--- config.mk ---
export PLATFORM = sky130hd
export DESIGN_NAME = cpu_state_regs
export DESIGN_NICKNAME = d
export VERILOG_FILES = /design/src/rtl/cpu_state_regs_pkg.sv /design/src/rtl/cpu_state_regs_program_counter.sv /design/src/rtl/cpu_state_regs_register_file.sv /design/src/rtl/cpu_state_regs.sv
export SDC_FILE = /design/constraint.sdc
export NUM_CORES = 2
export LEC_CHECK = 0
export BUFFER_PORTS_ARGS = -buffer_cell sky130_fd_sc_hd__buf_2
export CAP_MARGIN = 40
export CORE_MARGIN = 2
export CORE_UTILIZATION = 25
export DETAILED_ROUTE_END_ITERATION = 16
export PLACE_DENSITY_LB_ADDON = 0.08
export SETUP_SLACK_MARGIN = 0.1
export SKIP_CTS_REPAIR_TIMING = 1
export SLEW_MARGIN = 20
export SYNTH_ARGS = -nofsm -noshare
export SYNTH_HDL_FRONTEND = slang
export SYNTH_SLANG_ARGS = --single-unit
--- constraint.sdc ---
create_clock -name clock -period 3.9 [get_ports clock]
set_input_delay 0.195 -clock clock [delete_from_list [all_inputs] [get_ports clock]]
set_output_delay 0.195 -clock clock [all_outputs]
set_load 0.01 [all_outputs]
--- src/rtl/cpu_state_regs_pkg.sv ---
// Shared types and constants for the CPU architectural state (register file + PC).
package cpu_state_regs_pkg;

  localparam int unsigned DATA_WIDTH  = 32;
  localparam int unsigned INDEX_WIDTH = 4;
  localparam int unsigned NUM_REGS    = 2 ** INDEX_WIDTH;
  localparam int unsigned STEP        = 4;

  typedef logic [DATA_WIDTH-1:0]  t_reg;
  typedef logic [INDEX_WIDTH-1:0] t_reg_index;

  localparam t_reg STEP_VAL = DATA_WIDTH'(STEP);

endpackage

--- src/rtl/cpu_state_regs_program_counter.sv ---
// 32-bit program counter: load has priority over +STEP increment, else hold.
module program_counter
  import cpu_state_regs_pkg::*;
(
  input  logic clk,
  input  logic rst_n,
  input  logic write_i,
  input  logic inc_i,
  input  t_reg write_data_i,
  output t_reg pc_o
);

  t_reg pc_q;
  t_reg pc_d;

  always_comb begin
    pc_d = pc_q;
    if (write_i) begin
      pc_d = write_data_i;
    end else if (inc_i) begin
      pc_d = pc_q + STEP_VAL;
    end
  end

  always_ff @(posedge clk or negedge rst_n) begin
    if (!rst_n) begin
      pc_q <= '0;
    end else begin
      pc_q <= pc_d;
    end
  end

  assign pc_o = pc_q;

endmodule

--- src/rtl/cpu_state_regs_register_file.sv ---
// 16 x 32-bit register file: three async read ports, a clear/write port and an
// independent +/-STEP port; the clear/write port wins on an index collision.
module register_file
  import cpu_state_regs_pkg::*;
(
  input  logic       clk,
  input  logic       rst_n,
  input  logic       clear_i,
  input  logic       write_i,
  input  logic       inc_i,
  input  logic       dec_i,
  input  t_reg_index write_index_i,
  input  t_reg_index incdec_index_i,
  input  t_reg       write_data_i,
  input  t_reg_index rd1_index_i,
  input  t_reg_index rd2_index_i,
  input  t_reg_index rd3_index_i,
  output t_reg       rd1_data_o,
  output t_reg       rd2_data_o,
  output t_reg       rd3_data_o
);

  t_reg regs_q [NUM_REGS];
  t_reg regs_d [NUM_REGS];

  // Inc/dec applied first so a same-index clear/write overrides it.
  always_comb begin
    regs_d = regs_q;
    if (inc_i && !dec_i) begin
      regs_d[incdec_index_i] = regs_q[incdec_index_i] + STEP_VAL;
    end else if (dec_i && !inc_i) begin
      regs_d[incdec_index_i] = regs_q[incdec_index_i] - STEP_VAL;
    end
    if (clear_i) begin
      regs_d[write_index_i] = '0;
    end else if (write_i) begin
      regs_d[write_index_i] = write_data_i;
    end
  end

  always_ff @(posedge clk or negedge rst_n) begin
    if (!rst_n) begin
      for (int i = 0; i < int'(NUM_REGS); i++) begin
        regs_q[i] <= '0;
      end
    end else begin
      for (int i = 0; i < int'(NUM_REGS); i++) begin
        regs_q[i] <= regs_d[i];
      end
    end
  end

  // Reads see stored contents only; no write-to-read bypass.
  assign rd1_data_o = regs_q[rd1_index_i];
  assign rd2_data_o = regs_q[rd2_index_i];
  assign rd3_data_o = regs_q[rd3_index_i];

endmodule

--- src/rtl/cpu_state_regs.sv ---
// CPU architectural state: wires the register file and program counter to
// a shared clock and asynchronous active-low reset.
module cpu_state_regs
  import cpu_state_regs_pkg::*;
(
  input  logic       clock,
  input  logic       reset,
  input  logic       clear,
  input  logic       write,
  input  logic       inc,
  input  logic       dec,
  input  t_reg_index write_index,
  input  t_reg_index incdec_index,
  input  t_reg       write_data,
  input  t_reg_index read_reg1_index,
  input  t_reg_index read_reg2_index,
  input  t_reg_index read_reg3_index,
  output t_reg       read_reg1_data,
  output t_reg       read_reg2_data,
  output t_reg       read_reg3_data,
  input  logic       pc_write,
  input  logic       pc_inc,
  input  t_reg       pc_write_data,
  output t_reg       pc_read_data
);

  register_file u_register_file (
    .clk            (clock),
    .rst_n          (reset),
    .clear_i        (clear),
    .write_i        (write),
    .inc_i          (inc),
    .dec_i          (dec),
    .write_index_i  (write_index),
    .incdec_index_i (incdec_index),
    .write_data_i   (write_data),
    .rd1_index_i    (read_reg1_index),
    .rd2_index_i    (read_reg2_index),
    .rd3_index_i    (read_reg3_index),
    .rd1_data_o     (read_reg1_data),
    .rd2_data_o     (read_reg2_data),
    .rd3_data_o     (read_reg3_data)
  );

  program_counter u_program_counter (
    .clk          (clock),
    .rst_n        (reset),
    .write_i      (pc_write),
    .inc_i        (pc_inc),
    .write_data_i (pc_write_data),
    .pc_o         (pc_read_data)
  );

endmodule

Word-level counts from Yosys, hierarchy flattened:

Index checks and enable logic that the tools add are counted.

* register bits: 544
* bits of input ports: 92
* output and inout bits: 128
* word-level logic and storage cells: 66

* add/subtract/negate cells: 3
* $lt $le $gt $ge: 7
* mux-type cells: 25
* bitwise operators: 7
* reductions and logical operators: 7

Operators by type and width (count)
* $mux W512: 4
* $bwmux W512: 3
* $and A512 B512 Y512: 1
* $bmux W32 S4: 4
* $not A512 Y512: 1
* $mux W32: 12
* $demux W32 S4: 2
* $add A32 B3 Y32 const B: 2
* $sub A32 B3 Y32 const B: 1
* $ge A5 B5 Y1 const B: 5
* $not A4 Y5: 5
* $lt A5 B1 Y1 const B: 2
* $logic_and A1 B1 Y1: 4
* $logic_not A1 Y1: 2
* $reduce_bool A2 Y1: 1

Logic depth before layout (Yosys ltp):

* depth in word-level cells: 11
* mapped depth: 20

By module:

A second synthesis with hierarchy kept.

* cells, all modules: 4402
* area total of the unflattened synthesis: 45551.2 um2

By module, submodules not included
* register_file: times used 1, cells an instance 4202, area an instance 43730.7 um2, seq. area each 12812.3 um2
* program_counter: times used 1, cells an instance 200, area an instance 1820.5 um2, seq. area each 800.8 um2

Worst setup path after synthesis:

OpenSTA, ideal clock, no wires.

* path type: input -> register
* from: input incdec_index[0]
* to: register u_register_file.regs_q[182] in the netlist's numbering
* setup time: 0.083 ns
* data arrival time: 4.091 ns
* required time: 3.817 ns
* slack: -0.274 ns
* stages on the path: 20
* cells stage by stage: buf_6 -> buf_12 -> buf_12 -> buf_6 -> buf_6 -> mux4_2 -> a22oi_1 -> nand2_1 -> clkbuf_1 -> clkbuf_1 -> inv_1 -> ha_1 -> inv_1 -> nor4_4 -> nand4_2 -> nor3_2 -> xor2_1 -> buf_2 -> o221ai_1 -> o22ai_1

RTL lines
* start, declared: line cpu_state_regs.sv:13 `input t_reg_index incdec_index,`
* end signal, assigned by index: line cpu_state_regs_register_file.sv:48 `regs_q[i] <= regs_d[i];`
* end, declared: line cpu_state_regs_register_file.sv:23 `t_reg regs_q [NUM_REGS];`

==> flow_metrics.py <==
metrics = {
    "hold_path": {
        "min_path_type": "input pin to register",
    },
    "synth": {
        "ys_seq_elements": 544,
        "synthDistinctLibCells": 63,
        "async_flop_share_pct": 100.0,
        "synth_edf_count": 0,
        "synthCells": 3999,
        "ys.warnings.count": 0,
        "synth_seq_area_share_pct": 30.99,
        "ys.flop_type": "dfrtp_1",
        "synth_nets": 4094,
        "synth.avg_cell_area_um2": 10.99,
        "syn_area_um2": 43930,
    },
    "placement": {
        "place_ws_ns": -0.4622,
        "port_buffers": 219,
        "gp_congestion": 0.9089,
        "dp_hpwl_um": 206500,
        "dp.cells": 6525,
    },
    "clock_network": {
        "clock-sinks": 544,
        "h-tree-depth": 3,
        "clockBufferDepth": 3,
        "cts_tree": "built",
        "clockRootBuffer": "clkbuf_16",
        "clk_latency_ns": 0.71,
        "numCtsBuffers": 80,
        "clkTransAtPathRegs_ns": 0.06,
    },
    "grt": {
        "grt.met1_usage_pct": 45.76,
        "grt_usage_pct": 34.13,
        "grt_pass1_wl_um": 416300,
        "grt_use_met3_pct": 9.124,
        "grt_max_degree": 80,
        "top_usage_layer": "met2",
        "grt_pass1_vias": 43740,
        "grt_overflow_total": 0,
        "grt_antenna_before_repair": 18,
        "met2_usage_pct": 49.59,
    },
    "drt": {
        "detail_route.vias_per_cell": 6.793,
        "drt_iter0_markers": 6927,
        "drtAntennaViolNets": 0,
        "drt-total-wl_um": 313900,
        "vias": 45730,
        "firstDrtPassIters": 10,
        "drc": 0,
        "wl_per_cell_um": 46.64,
    },
    "final_layout": {
        "fill_cells": 17770,
        "synthToLayoutAreaGrowth_pct": 25.06,
        "instances_no_fill": 6731,
        "multiInputGateArea_um2": 28680,
        "fin_nets": 4431,
        "seqCellArea_um2": 13610,
        "final_common_cell": "mux4_2",
        "drive_gt1_share_pct": 36.58,
        "mostFrequentLayoutCells": "mux4_2 (602), dfrtp_1 (544), nor2_1 (458)",
    },
    "sta": {
        "finalCritPeriodShare_pct": 96.95,
        "maxSlewHeadroom_pct": 32.39,
        "min_period_ns": 3.781,
        "fin_skew_ns": 0.03041,
        "fmax_ghz": 0.2645,
        "final-hold-violation-count": 2,
        "setup_viol": 0,
        "holdWs_ns": -0.06817,
        "setup_ws_ns": 0.1188,
        "rsz0062_at_grt": "true",
        "drv_slew": 0,
        "tightest_slew_ns": 1.014,
    },
    "power_and_ir_drop": {
        "ir_drop_mv": 0.2946,
        "power.static_leakage_nw": 20.76,
        "p_per_area_nw_per_um2": 513.1,
    },
    "die": {
        "fp.dieArea_um2": 179100,
        "core-area_um2": 174200,
        "start_util_pct": 25.22,
        "die_h_um": 423.2,
        "row_count": 153,
        "die_width_um": 423.2,
        "ios": 220,
    },
    "critical_path": {
        "cp-start-kind": "register",
        "critical_path_required_ns": 4.43,
        "critPathMaxFanout": 16,
        "crit_path_end_kind": "register",
        "worstSetupPathType": "register to register",
        "cp_data_arrival_time_ns": 4.31,
    },
    "outcome": {
        "violations": "negative hold slack",
        "status": "finished, violations left",
    },
    "flow_run": {
        "maxCapViolations": 0,
    },
}
[per-stage QoR]
step                area, µm²  setup TNS (ns)  util [%]  hold WS, ns  total power, mW
detailed placement      51600          -6.797     29.62       0.3279            19.91
global placement        51020          -7.201     29.29       0.3421            19.87
floorplan               44030               0         -      -0.1006            14.83
CTS                     54330         -0.7893     31.19      -0.4278            27.88
finish                  54940               0     31.54     -0.06817            28.19
global route            54930               0     31.53    0.0002537            28.98
[sequential cells by signal (all words and copies together) (netlist names)]
register / flops
u_program_counter.pc_o: 32
u_register_file.regs_q: 512
[cells in the mapped netlist, drive strengths merged (3+ instances only)]
master   instances  area (µm²)
a21oi           17       85.08
nor3            54       280.3
and3             6       37.54
o221ai         352        3202
nand2          336        1281
o31ai           22       170.2
a32oi           15       131.4
xor2            52       523.0
a2bb2oi         28       245.2
o22ai          382        2390
nor2           476        1787
xnor2           31       271.5
and4             5       43.79
o2111ai         31       271.5
nand3           46       230.2
mux4           602       13560
nor4            15       254.0
a221o           18       180.2
a222oi          32       320.3
o211ai          65       523.0
and2            10       62.56
nand2b          15       93.84
nand4           25       162.6
a22o            34       297.8
o311ai          15       131.4
mux2i            4       40.04
o21ai          162       810.8
or2              3       18.77
nor2b           13       81.33
ha               3       37.54
clkbuf         388        1456
nor4b            3       47.54
dfrtp          544       13610
inv              6       22.52
buf            111       659.4
a21o            16       120.1
a22oi           52       390.4
[cell families (layout without fill, tap and decap cells)]
group                      count (synthesis)  after routing  share of synthesized area (%)
DFF                                      544            544                          30.99
adders and majority gates                  3              3                        0.08545
AOI/OAI and AO/OA                       1245           1245                          21.17
muxes                                    608            608                          31.00
and+or+nand+nor                         1011           1011                          10.08
xor gates and xnor gates                  83             83                          1.808
buffers and inverters                    505            905                          4.867
other                                      0              7                              0
[critical path, stage by stage, from the launching register on]
cell	delay, ns
dfrtp_1	0.45
mux4_2	0.50
a22oi_1	0.21
nand2_1	0.28
nor3_2	0.35
buf_4	0.20
nand3_1	0.11
buf_4	0.20
nor4_4	0.40
buf_4	0.21
xor2_2	0.07
buf_12	0.17
o31ai_1	0.31
o211ai_2	0.14
[path summary, 6_finish.rpt]
kind	startpoint	endpoint	slack (ns)	cells after the start
worst max-delay path	u_register_file.regs_q[258]$_DFF_PN0_	u_register_file.regs_q[351]$_DFF_PN0_	0.12	13
worst min-delay path	pc_write	u_program_counter.pc_o[13]$_DFFE_PN0N_	-0.07	2
worst max register to register	u_register_file.regs_q[258]$_DFF_PN0_	u_register_file.regs_q[351]$_DFF_PN0_	0.12	13
worst min register to register	u_register_file.regs_q[32]$_DFF_PN0_	u_register_file.regs_q[32]$_DFF_PN0_	0.53	2
max in group asynchronous	reset	u_register_file.regs_q[109]$_DFF_PN0_	2.63	3
min in group asynchronous	reset	u_program_counter.pc_o[7]$_DFFE_PN0N_	0.15	2
[per-layer routing]
metal | vias up | part of all wire (%)
met4 | 10 | 6.5
met2 | 3487 | 43
li1 | 17210 | -
met5 | - | 0.017
met3 | 786 | 10
met1 | 24230 | 40
[cell type report]
type,instances,share of cell area (%)
tap,2325,5.295
timing repair buffer,754,12.69
antenna,7,0.03188
sequential,544,24.78
clock inverter,26,0.5761
inverter,6,0.04099
multi-input combinational,2950,52.20
clock buffer,119,4.390
[where the power goes]
| group | internal [mW] | switching, mW | total (mW) |
|---|---|---|---|
| clock network | 4.72 | 3.22 | 7.94 |
| registers | 6.95 | 2.03 | 8.98 |
| logic | 5.41 | 5.86 | 11.3 |
Power figures use the tool's default switching activity.
